`src/rtl/layout_region_mapper.sv`:
```
// Two-stage hit test that maps a screen pixel to a programmable rectangle region.
// Define LAYOUT_SHADOW_EN to stage table writes in a shadow copy committed on frame_start_i.
module layout_region_mapper #(
  parameter  int logic_width_p  = 100,
  parameter  int logic_height_p = 72,
  parameter  int regions_p      = 5,
  parameter  int scale_shift_p  = 3,
  localparam int lx_w   = $clog2(logic_width_p),
  localparam int ly_w   = $clog2(logic_height_p),
  localparam int px_w   = lx_w + scale_shift_p,
  localparam int py_w   = ly_w + scale_shift_p,
  localparam int id_w   = $clog2(regions_p + 1),
  localparam int idx_w  = $clog2(regions_p),
  localparam int rect_w = 2 * lx_w + 2 * ly_w
) (
  input  logic                 clk_i,
  input  logic                 reset_n_i,
  input  logic                 pix_v_i,
  input  logic [px_w-1:0]      pix_x_i,
  input  logic [py_w-1:0]      pix_y_i,
  input  logic                 frame_start_i,
  input  logic                 cfg_we_i,
  input  logic [idx_w-1:0]     cfg_idx_i,
  input  logic [rect_w-1:0]    cfg_rect_i,
  output logic                 region_v_o,
  output logic [id_w-1:0]      region_id_o,
  output logic [lx_w-1:0]      local_x_o,
  output logic [ly_w-1:0]      local_y_o,
  output logic [regions_p-1:0] hit_mask_o
);

  localparam logic [id_w-1:0] no_hit_id  = id_w'(regions_p);
  localparam logic [idx_w:0]  idx_lim    = (idx_w + 1)'(regions_p);
  localparam logic [lx_w:0]   width_lim  = (lx_w + 1)'(logic_width_p);
  localparam logic [ly_w:0]   height_lim = (ly_w + 1)'(logic_height_p);

  // Rect fields are packed {x, y, w, h}; bounds use one extra bit so x+w never wraps.
  function automatic logic rect_hit(input logic [rect_w-1:0] r,
                                    input logic [lx_w-1:0]   cx,
                                    input logic [ly_w-1:0]   cy);
    logic [lx_w-1:0] rx, rw;
    logic [ly_w-1:0] ry, rh;
    {rx, ry, rw, rh} = r;
    return (rw != '0) && (rh != '0) &&
           (cx >= rx) && ({1'b0, cx} < ({1'b0, rx} + {1'b0, rw})) &&
           (cy >= ry) && ({1'b0, cy} < ({1'b0, ry} + {1'b0, rh}));
  endfunction

  function automatic logic [lx_w-1:0] rect_off_x(input logic [rect_w-1:0] r,
                                                 input logic [lx_w-1:0]   cx);
    return cx - r[rect_w-1 -: lx_w];
  endfunction

  function automatic logic [ly_w-1:0] rect_off_y(input logic [rect_w-1:0] r,
                                                 input logic [ly_w-1:0]   cy);
    return cy - r[rect_w-lx_w-1 -: ly_w];
  endfunction

  logic [rect_w-1:0] act_tbl [regions_p];
  logic              cfg_ok;
  logic              unused_bits;

  assign cfg_ok = cfg_we_i && ({1'b0, cfg_idx_i} < idx_lim);

`ifdef LAYOUT_SHADOW_EN
  logic [rect_w-1:0] shd_tbl [regions_p];

  assign unused_bits = ^{pix_x_i[scale_shift_p-1:0], pix_y_i[scale_shift_p-1:0]};

  // A write in a commit cycle lands in both tables so the commit never drops it.
  always_ff @(posedge clk_i or negedge reset_n_i) begin
    if (!reset_n_i) begin
      for (int i = 0; i < regions_p; i++) begin
        act_tbl[i] <= '0;
        shd_tbl[i] <= '0;
      end
    end else begin
      for (int i = 0; i < regions_p; i++) begin
        if (frame_start_i) act_tbl[i] <= shd_tbl[i];
        if (cfg_ok && (cfg_idx_i == idx_w'(i))) begin
          shd_tbl[i] <= cfg_rect_i;
          if (frame_start_i) act_tbl[i] <= cfg_rect_i;
        end
      end
    end
  end
`else
  assign unused_bits = ^{pix_x_i[scale_shift_p-1:0], pix_y_i[scale_shift_p-1:0], frame_start_i};

  always_ff @(posedge clk_i or negedge reset_n_i) begin
    if (!reset_n_i) begin
      for (int i = 0; i < regions_p; i++) act_tbl[i] <= '0;
    end else begin
      for (int i = 0; i < regions_p; i++)
        if (cfg_ok && (cfg_idx_i == idx_w'(i))) act_tbl[i] <= cfg_rect_i;
    end
  end
`endif

  // Stage 1: pixel -> cell coordinates and range flag
  logic [lx_w-1:0] lx_p0, lx_p1;
  logic [ly_w-1:0] ly_p0, ly_p1;
  logic            oor_p0, oor_p1;
  logic            vld_p1;

  assign lx_p0  = pix_x_i[px_w-1:scale_shift_p];
  assign ly_p0  = pix_y_i[py_w-1:scale_shift_p];
  assign oor_p0 = ({1'b0, lx_p0} >= width_lim) || ({1'b0, ly_p0} >= height_lim);

  always_ff @(posedge clk_i or negedge reset_n_i) begin
    if (!reset_n_i) vld_p1 <= 1'b0;
    else            vld_p1 <= pix_v_i;
  end

  always_ff @(posedge clk_i) begin
    lx_p1  <= lx_p0;
    ly_p1  <= ly_p0;
    oor_p1 <= oor_p0;
  end

  // Stage 2: parallel compare, lowest-index priority, registered result
  logic [regions_p-1:0] hit_p1;
  logic [id_w-1:0]      win_id_p1;
  logic [lx_w-1:0]      win_lx_p1;
  logic [ly_w-1:0]      win_ly_p1;

  always_comb begin
    hit_p1    = '0;
    win_id_p1 = no_hit_id;
    win_lx_p1 = '0;
    win_ly_p1 = '0;
    for (int i = 0; i < regions_p; i++)
      hit_p1[i] = !oor_p1 && rect_hit(act_tbl[i], lx_p1, ly_p1);
    for (int i = regions_p - 1; i >= 0; i--) begin
      if (hit_p1[i]) begin
        win_id_p1 = id_w'(i);
        win_lx_p1 = rect_off_x(act_tbl[i], lx_p1);
        win_ly_p1 = rect_off_y(act_tbl[i], ly_p1);
      end
    end
  end

  always_ff @(posedge clk_i or negedge reset_n_i) begin
    if (!reset_n_i) begin
      region_v_o  <= 1'b0;
      region_id_o <= no_hit_id;
      local_x_o   <= '0;
      local_y_o   <= '0;
      hit_mask_o  <= '0;
    end else begin
      region_v_o <= vld_p1;
      if (vld_p1) begin
        region_id_o <= win_id_p1;
        local_x_o   <= win_lx_p1;
        local_y_o   <= win_ly_p1;
        hit_mask_o  <= hit_p1;
      end
    end
  end

endmodule

```
`config.mk`:
```
export PLATFORM = sky130hd
export DESIGN_NAME = layout_region_mapper
export DESIGN_NICKNAME = d
export VERILOG_FILES = /design/src/rtl/layout_region_mapper.sv
export SDC_FILE = /design/constraint.sdc
export NUM_CORES = 1
export LEC_CHECK = 0
export ABC_CLOCK_PERIOD_IN_PS = 3750
export CORE_MARGIN = 8
export CORE_UTILIZATION = 44
export CTS_BUF_LIST = sky130_fd_sc_hd__clkbuf_8
export DETAILED_ROUTE_END_ITERATION = 6
export SKIP_CTS_REPAIR_TIMING = 1
export SKIP_LAST_GASP = 1
export SLEW_MARGIN = 5
export SYNTH_ARGS = -nofsm -noshare
export SYNTH_HDL_FRONTEND = slang
export SYNTH_SLANG_ARGS = --single-unit
```
`constraint.sdc`:
```
create_clock -name clk_i -period 3.75 [get_ports clk_i]
set_input_delay 0.5625 -clock clk_i [delete_from_list [all_inputs] [get_ports clk_i]]
set_output_delay 0.5625 -clock clk_i [all_outputs]
set_load 0.02 [all_outputs]
```
**After elaboration in Yosys (flattened, before gate mapping)**

Cells that the tools add are included.
W data, S select, Z words.

- Add/sub/neg operators: 20
- Order comparisons: 23
- Equality and inequality tests: 4
- Muxes and demuxes: 15
- Reductions and logical operators: 49

Operators by type and width:

| kind | count |
|---|---|
| $add A7 B7 Y8 | 10 |
| $lt A7 B8 Y1 | 10 |
| $ge A7 B7 Y1 | 10 |
| $mux W7 | 10 |
| $reduce_bool A7 Y1 | 10 |
| $sub A7 B7 Y7 | 10 |
| $logic_and A1 B1 Y1 | 36 |
| $ge A7 B7 Y1 const B | 2 |
| $mux W3 | 4 |
| $eq A3 B2 Y1 const B | 2 |
| $eq A3 B1 Y1 const B | 1 |
| $eq A3 B3 Y1 const B | 1 |
| $logic_not A3 Y1 | 1 |
| $lt A3 B3 Y1 const B | 1 |
| $logic_not A1 Y1 | 1 |
| $logic_or A1 B1 Y1 | 1 |
| $mux W1 | 1 |

- Bits in registers: 179
- Input port bits: 56
- Output and inout port bits: 23
- Word-level logic and storage cells: 125

**Depth between registers and ports, before layout**

Gate-level depths: netlist of run 1.

- Depth in word-level cells: 12
- Gate-level depth with buffers: 20
- Mapped depth without buffers: 18

**Worst setup path after synthesis of run 1**

Ideal clock, no wire load.

- Kind: reg2reg
- From: register act_tbl[112] (netlist name)
- To: register local_y_o[5]
- Setup time: 0.126 ns
- Data arrival time: 3.583 ns
- Required time: 3.624 ns
- Slack: 0.041 ns
- Cell stages (with the launch flop): 18
- Buffers on the path: 1
- Period minus slack after synthesis: 3.709 ns
- Cells stage by stage: dfrtp_1 > ha_1 > fa_1 > a21o_1 > a21oi_1 > o21bai_1 > a21oi_1 > xor2_1 > ha_1 > and3_1 > a221o_1 > a31oi_1 > a311o_1 > nand3_4 > nand2b_1 > buf_6 > o22ai_1 > a221o_1

- Cells in the longest elaborated chain, start to end: 8
- Elaborated cells between the ends (all ways): 10
- Classes of those cells: add/sub: 1; order compare: 1; mux: 1; reduce/logical: 7

RTL lines:

| element | RTL line | RTL |
|---|---|---|
| start: declaration | 59 | `logic [rect_w-1:0] act_tbl [regions_p];` |
| start signal: indexed assignment | 95 | `if (cfg_ok && (cfg_idx_i == idx_w'(i))) act_tbl[i] <= cfg_rect_i;` |
| branches (longest 5 deep; another with $add A7 B7 Y8) | - |  |
| $logic_and A1 B1 Y1 * | 46 | `(cy >= ry) && ({1'b0, cy} < ({1'b0, ry} + {1'b0, rh}));` |
| $logic_and A1 B1 Y1 * | 133 | `hit_p1[i] = !oor_p1 && rect_hit(act_tbl[i], lx_p1, ly_p1);` |
| $mux W7 * | 135 | `if (hit_p1[i]) begin` |
| end signal: assignment | 155 | `local_y_o <= win_ly_p1;` |
| end: declaration | 28 | `output logic [ly_w-1:0] local_y_o,` |

Mark *: on every way between the ends.
A chain may end at the register's enable or synchronous reset.

**Worst setup path after layout of run 1**

- From: register act_tbl[7] (netlist name)
- To: register local_y_o[6]

- Cells in the longest elaborated chain, start to end: 12
- Elaborated cells between the ends (all ways): 14
- Classes of those cells: add/sub: 1; order compare: 1; mux: 5; reduce/logical: 7

RTL lines:

| element | RTL line | RTL |
|---|---|---|
| branches (longest 3 deep; another with $add A7 B7 Y8) | - |  |
| $logic_and A1 B1 Y1 * (2 in series) | 45 | `(cx >= rx) && ({1'b0, cx} < ({1'b0, rx} + {1'b0, rw})) &&` |
| $logic_and A1 B1 Y1 * | 46 |  |
| $logic_and A1 B1 Y1 * | 133 |  |
| $mux W7 * (5 in series) | 135 |  |

Marks and branches as above.

==> impl_metrics.env, run 1 <==
export IMPL_status="finished, violations left"
export IMPL_violations="negative setup slack"
export IMPL_netlist_top_cells_count="200 x ha_1, 162 x dfrtp_1, 111 x inv_1"
export IMPL_dp_hpwl_um=32500
export IMPL_nFillCells=2826
export IMPL_die_w_um=193
export IMPL_skew_ps=13.0
export IMPL_criticalPathCategory="register to register"
export IMPL_yosysTopAreaCellShare_pct=29.5
export IMPL_overflow=0
export IMPL_vias=11300
export IMPL_diodes=0
export IMPL_synth_edf_count=0
export IMPL_wl_per_cell_um=21.0
export IMPL_tritoncts="built"
export IMPL_r2r_start="act_tbl[7]"
export IMPL_rows=64
export IMPL_start_util_pct=44.8
export IMPL_instances_no_fill=1994
export IMPL_fmax_ghz=0.255
export IMPL_port_buffers=71
export IMPL_crit_start="act_tbl[7]"
export IMPL_viasPerCell=5.66
export IMPL_min_path_type="input pin to asynchronous set/reset pin"
export IMPL_p_leak_nw=7.46
export IMPL_finalCriticalPeriod_ps=3920
export IMPL_start_kind="register"
export IMPL_rrSetupSlack_ps=-170
export IMPL_final_setup_viol_count=16
export IMPL_yosysSeqAreaShare_pct=32.1
export IMPL_place_inst=1953
export IMPL_synthCells=1403
export IMPL_path_clk_slew_ps=100
export IMPL_ys_ff_latch=179
export IMPL_grt_pass1_wl_um=64300
export IMPL_grt_total_usage_pct=22.6
export IMPL_grt_pass1_vias=11200
export IMPL_synth_area_um2=13700
export IMPL_sw_frac_of_total_pct=41.6
export IMPL_crit_chain="ha_2 -> fa_2 -> a21o_1 -> a21oi_2 -> o21bai_1 -> a21oi_1 -> xor2_1 -> ha_1 -> and3_4 -> a221o_1 -> a31oi_1 -> o32a_1 -> o311ai_4 -> buf_4 -> or3_1 -> a21oi_2 -> o32a_1"
export IMPL_antenna_found_initial=0
export IMPL_critPathArrivalTime_ps=4340
export IMPL_synth_top_area_cell="dfrtp_1"
export IMPL_power_density_nw_per_um2=578
export IMPL_synthArstFlopShare_pct=91.6
export IMPL_syn_nets=1679
export IMPL_routabilityCongestion=0.925
export IMPL_critPathSlowestCell="dfrtp_1"
export IMPL_cts_root_buffer="clkbuf_8"
export IMPL_endpoint_kind="register"
export IMPL_r2r_end="local_y_o[6]"
export IMPL_grt_max_degree=70
export IMPL_syn2layout_area_growth_pct=19.7
export IMPL_drcViolationCount=0
export IMPL_period_share_pct=105
export IMPL_finalMaxSlewViolations=0
export IMPL_drt_first_iter_violations=604
export IMPL_htree_levels=4
export IMPL_slew_headroom_pct=46.4
export IMPL_ir_worst_vdd_mv=0.439
export IMPL_clk_latency_ps=480
export IMPL_crit_path_max_fanout=5
export IMPL_cap_violations=0
export IMPL_die_y_um=193
export IMPL_synthFlopType="dfrtp_1"
export IMPL_io_pins=79
export IMPL_wirelength_um=41800
export IMPL_combPwrFrac_pct=57.5
export IMPL_layout_drive_gt1_share_pct=20.3
export IMPL_crit_path_max_incr_delay_ps=410
export IMPL_internal_power_w=0.00555
export IMPL_antenna_left=0
export IMPL_yosysWarnings=0
export IMPL_r2r_cells=17
export IMPL_cp_data_required_time_ps=4170
export IMPL_synthTopCellsByArea="dfrtp_1 30%, ha_1 18%, mux2_2 7.5%"
export IMPL_setup_slack_ps=-173
export IMPL_grt_setup_unrepaired="yes"
export IMPL_power_switching_w=0.00395
export IMPL_seqPwrFrac_pct=28.5
export IMPL_numCtsBuffers=17
export IMPL_hold_violations=0
export IMPL_syn_area_per_cell_um2=9.79
export IMPL_worst_pin_slew_ps=803
export IMPL_clock_sinks=179
export IMPL_layout_nets=1861
export IMPL_cts_max_path_buffers=2
export IMPL_drt_pass1_iter_count=4
export IMPL_clockPowerShare_pct=14.1
export IMPL_finish_utilization_pct=53.6
export IMPL_dieArea_um2=37100
export IMPL_synth_most_common_cell="ha_1"
export IMPL_core_um2=30700
export IMPL_ys_types=79
## flip-flops by register name, indices dropped and copies added (netlist names)
signal,cells
act_tbl,140
local_x_o,7
local_y_o,7
lx_p1,7
ly_p1,7
hit_mask_o,5
region_id_o,3
oor_p1,1
region_v_o,1
vld_p1,1
## cells in the final DEF, fill, tap and decap left out, types with 13 or more instances in the layout
cell,netlist,layout
o21ai_0,109,107
clkbuf_8,0,18
dfxtp_1,15,15
nor2b_1,32,31
o21a_1,24,24
nand2_1,94,94
ha_1,200,195
nand2b_1,14,13
a21oi_2,1,14
dfrtp_1,162,162
fa_1,20,13
o21bai_1,18,18
buf_4,1,115
nor3_1,32,25
a21oi_1,77,64
clkdlybuf4s50_1,0,70
xor2_1,45,45
xnor2_1,34,34
a21o_1,32,32
mux2_2,91,91
nor2_1,51,51
inv_1,111,115
## metal layers
layer / up-vias / share of wire, % / track usage, %
met5: - / 0 / 0
met4: 0 / 2.2 / 5.38
li1: 5515 / - / -
met2: 188 / 48 / 38.2
met3: 50 / 3.1 / 2.62
met1: 5529 / 47 / 30.4
## through the flow
stage | setup WS [ps] | setup TNS [ps] | area, µm² | power [W] | hold WS, ps
6_report | -173 | -1210 | 16400 | 0.00949 | 77.9
5_1_grt | -310 | -3780 | 16400 | 0.0103 | 116
4_1_cts | -319 | -4120 | 16100 | 0.00922 | 97.5
3_5_place_dp | -269 | -3280 | 15700 | 0.00784 | 483
3_3_place_gp | -189 | -2090 | 15700 | 0.00771 | 475
2_1_floorplan | 40.9 | 0 | 13700 | 0.00616 | 267
## final cells by class
cell class | instances | area (µm²) | area share, %
Clock buffer | 18 | 248 | 1.51
Clock inverter | 14 | 124 | 0.754
Inverter | 111 | 417 | 2.54
Tap cell | 396 | 495 | 3.01
Sequential cell | 179 | 4410 | 26.8
Multi-Input combinational cell | 1082 | 9060 | 55.1
Timing Repair Buffer | 194 | 1680 | 10.2
## logic make-up (layout without fill, tap and decap cells)
kind of cell | Yosys count | count (layout) | synth area share, %
DFF | 179 | 179 | 32.1
AOI/OAI and AO/OA | 392 | 392 | 19.0
muxes | 92 | 92 | 7.54
adders and majority gates | 220 | 220 | 21.1
xor gates and xnor gates | 79 | 79 | 5.04
buffers and inverters | 142 | 337 | 4.15
and+or+nand+nor | 299 | 299 | 11.1
## worst max-delay path: cells and delay by family, from the launching register on
family | cells | cell delay (ps)
compound gates | 10 | 1750
fa+ha+maj | 3 | 830
simple gates | 2 | 510
flops | 1 | 410
xor+xnor | 1 | 170
buf+inv | 1 | 180
## how the worst max path moves through the flow
| stage | end |
|---|---|
| 2_1_floorplan | local_y_o[5] |
| 3_3_place_gp | local_x_o[3] |
| 3_5_place_dp | local_x_o[3] |
| 4_1_cts | local_x_o[3] |
| 5_1_grt | local_y_o[6] |
| 6_report | local_y_o[6] |
## power groups by stage
stage | Combinational (W) | Sequential (W) | Clock [W]
floorplan | 0.00349 | 0.00267 | 0
global placement | 0.00498 | 0.00273 | 0
detailed placement | 0.00511 | 0.00274 | 0
CTS | 0.00515 | 0.00270 | 0.00136
global route | 0.00607 | 0.00275 | 0.00143
finish | 0.00546 | 0.00270 | 0.00133
Note: power is estimated with default switching activity, not from simulation.
==> inputs of run 2 (changes only) <==
CAP_MARGIN = 20   (was not set)
CORE_ASPECT_RATIO = 0.9   (was not set)
==> run 2 against run 1 <==
  * The run still ends with negative setup slack left
  * Largest power group unchanged
  * Clock power up 15%
  * Combinational power down 1%
  * Global-route usage down 0.34 points
  * Cell area about the same
  * Routed wire length down 0.83%
  * Critical endpoint is now local_x_o[5]
  * Flip-flop and latch count unchanged
  * Critical path type unchanged
  * Fmax up 0.65%
  * Total power up 1.3%
  * Critical path depth unchanged
==> impl_metrics.env, run 2 (synthesis gave the netlist of run 1 again) <==
export IMPL_fmax_ghz=0.257
export IMPL_dp_hpwl_um=32400
export IMPL_crit_chain="ha_2 -> fa_2 -> a21o_1 -> a21oi_2 -> o21bai_1 -> a21oi_1 -> xor2_1 -> ha_1 -> and3_4 -> a221o_1 -> a31oi_1 -> o32a_1 -> o311ai_4 -> buf_6 -> or3_4 -> a21oi_2 -> o32a_1"
export IMPL_drcViolationCount=0
export IMPL_final_setup_viol_count=12
export IMPL_antenna_found_initial=0
export IMPL_layout_nets=1862
export IMPL_core_um2=30800
export IMPL_grt_pass1_vias=11300
export IMPL_skew_ps=18.6
export IMPL_power_switching_w=0.00391
export IMPL_grt_setup_unrepaired="yes"
export IMPL_cp_data_required_time_ps=4170
export IMPL_min_path_type="input pin to asynchronous set/reset pin"
export IMPL_finalCriticalPeriod_ps=3900
export IMPL_r2r_cells=17
export IMPL_crit_path_max_fanout=8
export IMPL_wl_per_cell_um=20.6
export IMPL_final_cell_mix="197 x ha_1, 162 x dfrtp_1, 118 x buf_4"
export IMPL_clockPowerShare_pct=15.9
export IMPL_rows=61
export IMPL_cap_violations=0
export IMPL_crit_path_max_incr_delay_ps=400
export IMPL_setup_slack_ps=-148
export IMPL_grt_total_usage_pct=22.3
export IMPL_die_y_um=184
export IMPL_power_density_nw_per_um2=585
export IMPL_port_buffers=71
export IMPL_clock_sinks=179
export IMPL_wirelength_um=41500
export IMPL_cts_max_path_buffers=2
export IMPL_worst_pin_slew_ps=769
export IMPL_nFillCells=2835
export IMPL_viasPerCell=5.65
export IMPL_drt_pass1_iter_count=5
export IMPL_finish_utilization_pct=53.3
export IMPL_period_share_pct=104
export IMPL_grt_max_degree=80
export IMPL_hold_violations=0
export IMPL_start_kind="register"
export IMPL_syn2layout_area_growth_pct=19.7
export IMPL_p_leak_nw=7.50
export IMPL_layout_drive_gt1_share_pct=19.4
export IMPL_endpoint_kind="register"
export IMPL_internal_power_w=0.00571
export IMPL_seqPwrFrac_pct=28.2
export IMPL_status="finished, violations left"
export IMPL_die_w_um=202
export IMPL_cts_root_buffer="clkbuf_8"
export IMPL_violations="negative setup slack"
export IMPL_antenna_left=0
export IMPL_grt_pass1_wl_um=64300
export IMPL_tritoncts="built"
export IMPL_critPathArrivalTime_ps=4320
export IMPL_sw_frac_of_total_pct=40.6
export IMPL_slew_headroom_pct=47.9
export IMPL_finalMaxSlewViolations=0
export IMPL_critPathSlowestCell="dfrtp_1"
export IMPL_regMostFlops="act_tbl"
export IMPL_criticalPathCategory="register to register"
export IMPL_mostFrequentLayoutCell="ha_1"
export IMPL_htree_levels=4
export IMPL_largest_reg_flops=140
export IMPL_dieArea_um2=37100
export IMPL_combPwrFrac_pct=55.9
export IMPL_power_w=0.00962
export IMPL_clk_latency_ps=480
export IMPL_vias=11400
export IMPL_routabilityCongestion=0.918
export IMPL_numCtsBuffers=17
export IMPL_ir_worst_vdd_mv=0.278
export IMPL_overflow=0
export IMPL_diodes=0
export IMPL_start_util_pct=44.5
export IMPL_io_pins=79
export IMPL_drt_first_iter_violations=635
export IMPL_path_clk_slew_ps=90
[run 2: cell types whose count changed in the layout (fill, tap and decap cells not counted), moves of 3 or more]
cell       change
a21oi_1        +3
a21oi_2        -3
buf_4          +3
bufinv_16      +3
clkinv_2       -4
fa_1           +5
fa_2           -5
o21ai_1        -3
o221ai_1       +3
[run 2: cell type report]
cell class	count	area [µm²]	area share, %
flip-flops and latches	179	4410	26.8
well taps	409	512	3.11
repair buffers	194	1660	10.1
clock inverters	14	198	1.20
clock buffers	18	248	1.51
inverters	111	417	2.53
multi-input cells	1083	8990	54.7
[run 2: worst paths after layout]
check | startpoint | to | slack (ps)
max in group asynchronous | reset_n_i | region_id_o[0] | 2810
min reg2reg | hit_mask_o[0] | hit_mask_o[0] | 520
max reg2reg | act_tbl[21] | local_x_o[5] | -150
max | act_tbl[21] | local_x_o[5] | -150
min | reset_n_i | act_tbl[116] | 60
min in group clk_i | hit_mask_o[0] | hit_mask_o[0] | 520
[run 2: stage by stage]
stage	TNS, ps	cell area (µm²)	instances	hold slack (ps)	setup WS (ps)
4_1_cts	-4060	16100	1997	56.3	-367
6_report	-930	16400	2008	60.6	-148
5_1_grt	-3020	16400	2008	80.0	-286
3_3_place_gp	-2280	15700	1965	494	-265
2_1_floorplan	0	13700	1403	267	40.9
3_5_place_dp	-3510	15700	1965	500	-331
[run 2: critical path: cells and delay by family, from the launching register on]
family,cells,cell delay (ps)
compound gates,10,1740
fa+ha+maj,3,840
simple gates,2,530
flops,1,400
xor+xnor,1,180
buf+inv,1,170
[run 2: power groups by stage]
stage	registers [W]	logic, W	clock network, W
floorplan	0.00267	0.00349	0
global placement	0.00274	0.00496	0
detailed placement	0.00274	0.00509	0
CTS	0.00271	0.00513	0.00158
global route	0.00276	0.00598	0.00166
finish	0.00271	0.00538	0.00153
[run 2: metal layers]
| metal | global-route usage (%) | vias to the layer above | routed length (µm) |
|---|---|---|---|
| met1 | 30.3 | 5536 | 19600 |
| met4 | 8.61 | 0 | 1440 |
| met2 | 35.3 | 234 | 18700 |
| li1 | - | 5523 | - |
| met3 | 3.49 | 60 | 1680 |
| met5 | 0 | - | 0 |
==> variant (flow settings as in run 2) <==
Set the parameter `logic_height_p` to 36 (it was 72).
--- a/src/rtl/layout_region_mapper.sv
+++ b/src/rtl/layout_region_mapper.sv
@@ -2,7 +2,7 @@
 // Define LAYOUT_SHADOW_EN to stage table writes in a shadow copy committed on frame_start_i.
 module layout_region_mapper #(
   parameter  int logic_width_p  = 100,
-  parameter  int logic_height_p = 72,
+  parameter  int logic_height_p = 36,
   parameter  int regions_p      = 5,
   parameter  int scale_shift_p  = 3,
   localparam int lx_w   = $clog2(logic_width_p),
Ports: changed (resized cfg_rect_i, local_y_o and pix_y_i); port bits go from 79 to 75. No check against the original RTL was run, so the function may have changed too.
==> variant against run 2 <==
- worst hold slack better by 0.077 ns
- sequential share of layout area rose by 1.5 points
- count of clock-buffer cells in the layout increased by 1
- setup slack better by 0.31 ns
- cell area down 12%
- die area is 7.6% lower
- core utilization shrank 1.7 points
- sequential cell count decreased by 12
- synthesized cell count fell by 8.2%
- synthesized area fell by 8.2%
- non-clock buffer count shrank 76
- wire length fell by 12%
- power decreased by 13%
- critical path type unchanged
- critical endpoint is now local_x_o[3]
- largest cell class unchanged
==> variant: results (changes against run 2) <==
Status
The run finished with clean final reports.

Logic synthesis
The synthesized netlist net count came to 1546 (-7.9%). The fraction of synthesis flops using an asynchronous set or reset pin is 91.62% (about the same). The xor-xnor portion of the synthesized cell area is 5.003% (-0.035 points). The synthesized-area fraction occupied by ao, oa, aoi and oai cells is 18.41% (-0.57 points). The adder-cell share of the synthesized area was 21.54% (+0.41 points). The multiplexer share of the synthesized area is 7.773% (+0.23 points). The distinct cell type count of the synthesized netlist came to 73 (-7.6%).

The sequential cell area fraction in the yosys report is 32.62% (+0.53 points). Sorting the synthesized cells by area gives the leading types as dfrtp_1 30%, ha_1 18%, mux2_2 7.8%, o21ai_0 4.3%, a21oi_1 3.3%. The commonest cells after synthesis are 185 x ha_1, 151 x dfrtp_1, 109 x o21ai_0. The mean post-synth cell area was 9.785 sq um (about the same).

Timing
The slew at the pin with the worst max-slew slack is 0.8829 ns (+0.1142 ns). The setup skew after layout is 0.02444 ns (+0.005875 ns).

Routing
The number of DRC markers after the initial detailed-route iteration is 540 (-15%). The remaining routing DRC violations came to 0 (unchanged). The post-detailed-route via-to-cell ratio is 5.565 (-1.6%). The via count of the routed design is 9855 (-13%).

The routed wirelength normalized by instance count is 20.63 um (about the same).

Cells and area
The share of the final layout cell area in multi-input gates is 55.55% (+0.83 points). The total number of multi-input combinational cells is 995 (-8.1%). The share of cells above drive strength 1 was 14.62% (-4.8 points).

The count of inverters not on the clock network in the layout is 97 (-13%). The sequential cell count is 167 (-6.7%). The sequential cell area was 0.004113 sq mm (-6.7%). The number of non-clock buffers was 118 (-39%). The clock tree buffer count of the final layout is 19 (+1).

The non-clock buffer share of cell area came to 7.556% (-2.6 points). The number of inserted filler cells in the final layout is 2584 (-8.9%). The antenna diode count came to 2 (+2). The area of combinational cells with multiple inputs is 0.008058 sq mm (-10%). The relative area of clock buffers and inverters in the final design is 2.890% (+0.18 points).

Setup path
The flop-to-flop setup slack was 0.16 ns (+0.31 ns). In this run the critical register-to-register path is captured at local_x_o[3]. The worst register-to-register path begins at act_tbl[104]. The maximum fanout along the worst path is 11 (+3). The critical path's largest stage delay is 0.42 ns (+0.02 ns).

The signal arrival time at the worst endpoint came to 3.97 ns (-0.35 ns).

Global routing
The global router's overall resource usage is 21.79% (-0.49 points). The wire length of the first global-routing pass is 57.96 mm (-9.9%). The initial antenna violation count is 2 (+2). The via count of the first global-routing pass is 10.17k (-10%). The largest net degree at the start of global routing is 87 (+8.8%).

Placement
The number of cells in the design after placement is 1735 (-12%). The final HPWL from detailed placement is 28.24 mm (-13%). The final weighted congestion in routability-driven placement is 0.8954 (-2.5%). The placement-stage cell area was 0.01401 sq mm (-11%). The placement-stage worst setup slack is -0.006058 ns (+0.3249 ns). The count of port buffers added during placement is 67 (-5.6%).

Power and ir drop
The peak ir drop on the vdd network came to 0.2631 mV (-5.3%). The net load switching power is 3468 uW (-11%). The clock network power share is 17.0% (+1.1 points).

Clock network
The worst-skew pair later-pin latency is 0.50 ns (+0.02 ns). The clock transition at the register clock pins on the worst setup and hold paths after CTS is 0.11 ns (+0.02 ns).
variant: cell types whose count changed after synthesis, sizes merged, moves of 9 or more:
cell,before,now
ha,200,185
inv,111,96
nand2b,14,27
nor3,32,19
dfrtp,162,151
nand2,94,83
nor2,51,62
xor2,45,35
a21o,32,41
variant: worst max path at each step:
stage | startpoint | endpoint | slack, ns | depth (start not counted)
2_1_floorplan | act_tbl[6] | local_x_o[0] | 0.34 | 16
3_3_place_gp | act_tbl[6] | region_id_o[0] | 0.05 | 15
3_5_place_dp | act_tbl[110] | local_y_o[0] | -0.006 | 16
4_1_cts | act_tbl[110] | local_x_o[0] | -0.05 | 16
5_1_grt | act_tbl[104] | local_x_o[3] | -0.04 | 15
6_report | act_tbl[104] | local_x_o[3] | 0.16 | 15
variant: routing by layer:
metal  global-route usage, %  part of all wire [%]  vias up
met5                       0                     0        -
met3                   2.722                   3.3       31
met2                   35.84                    46      159
met4                   5.246                   1.4        0
li1                        -                     -     4872
met1                   30.24                    49     4793
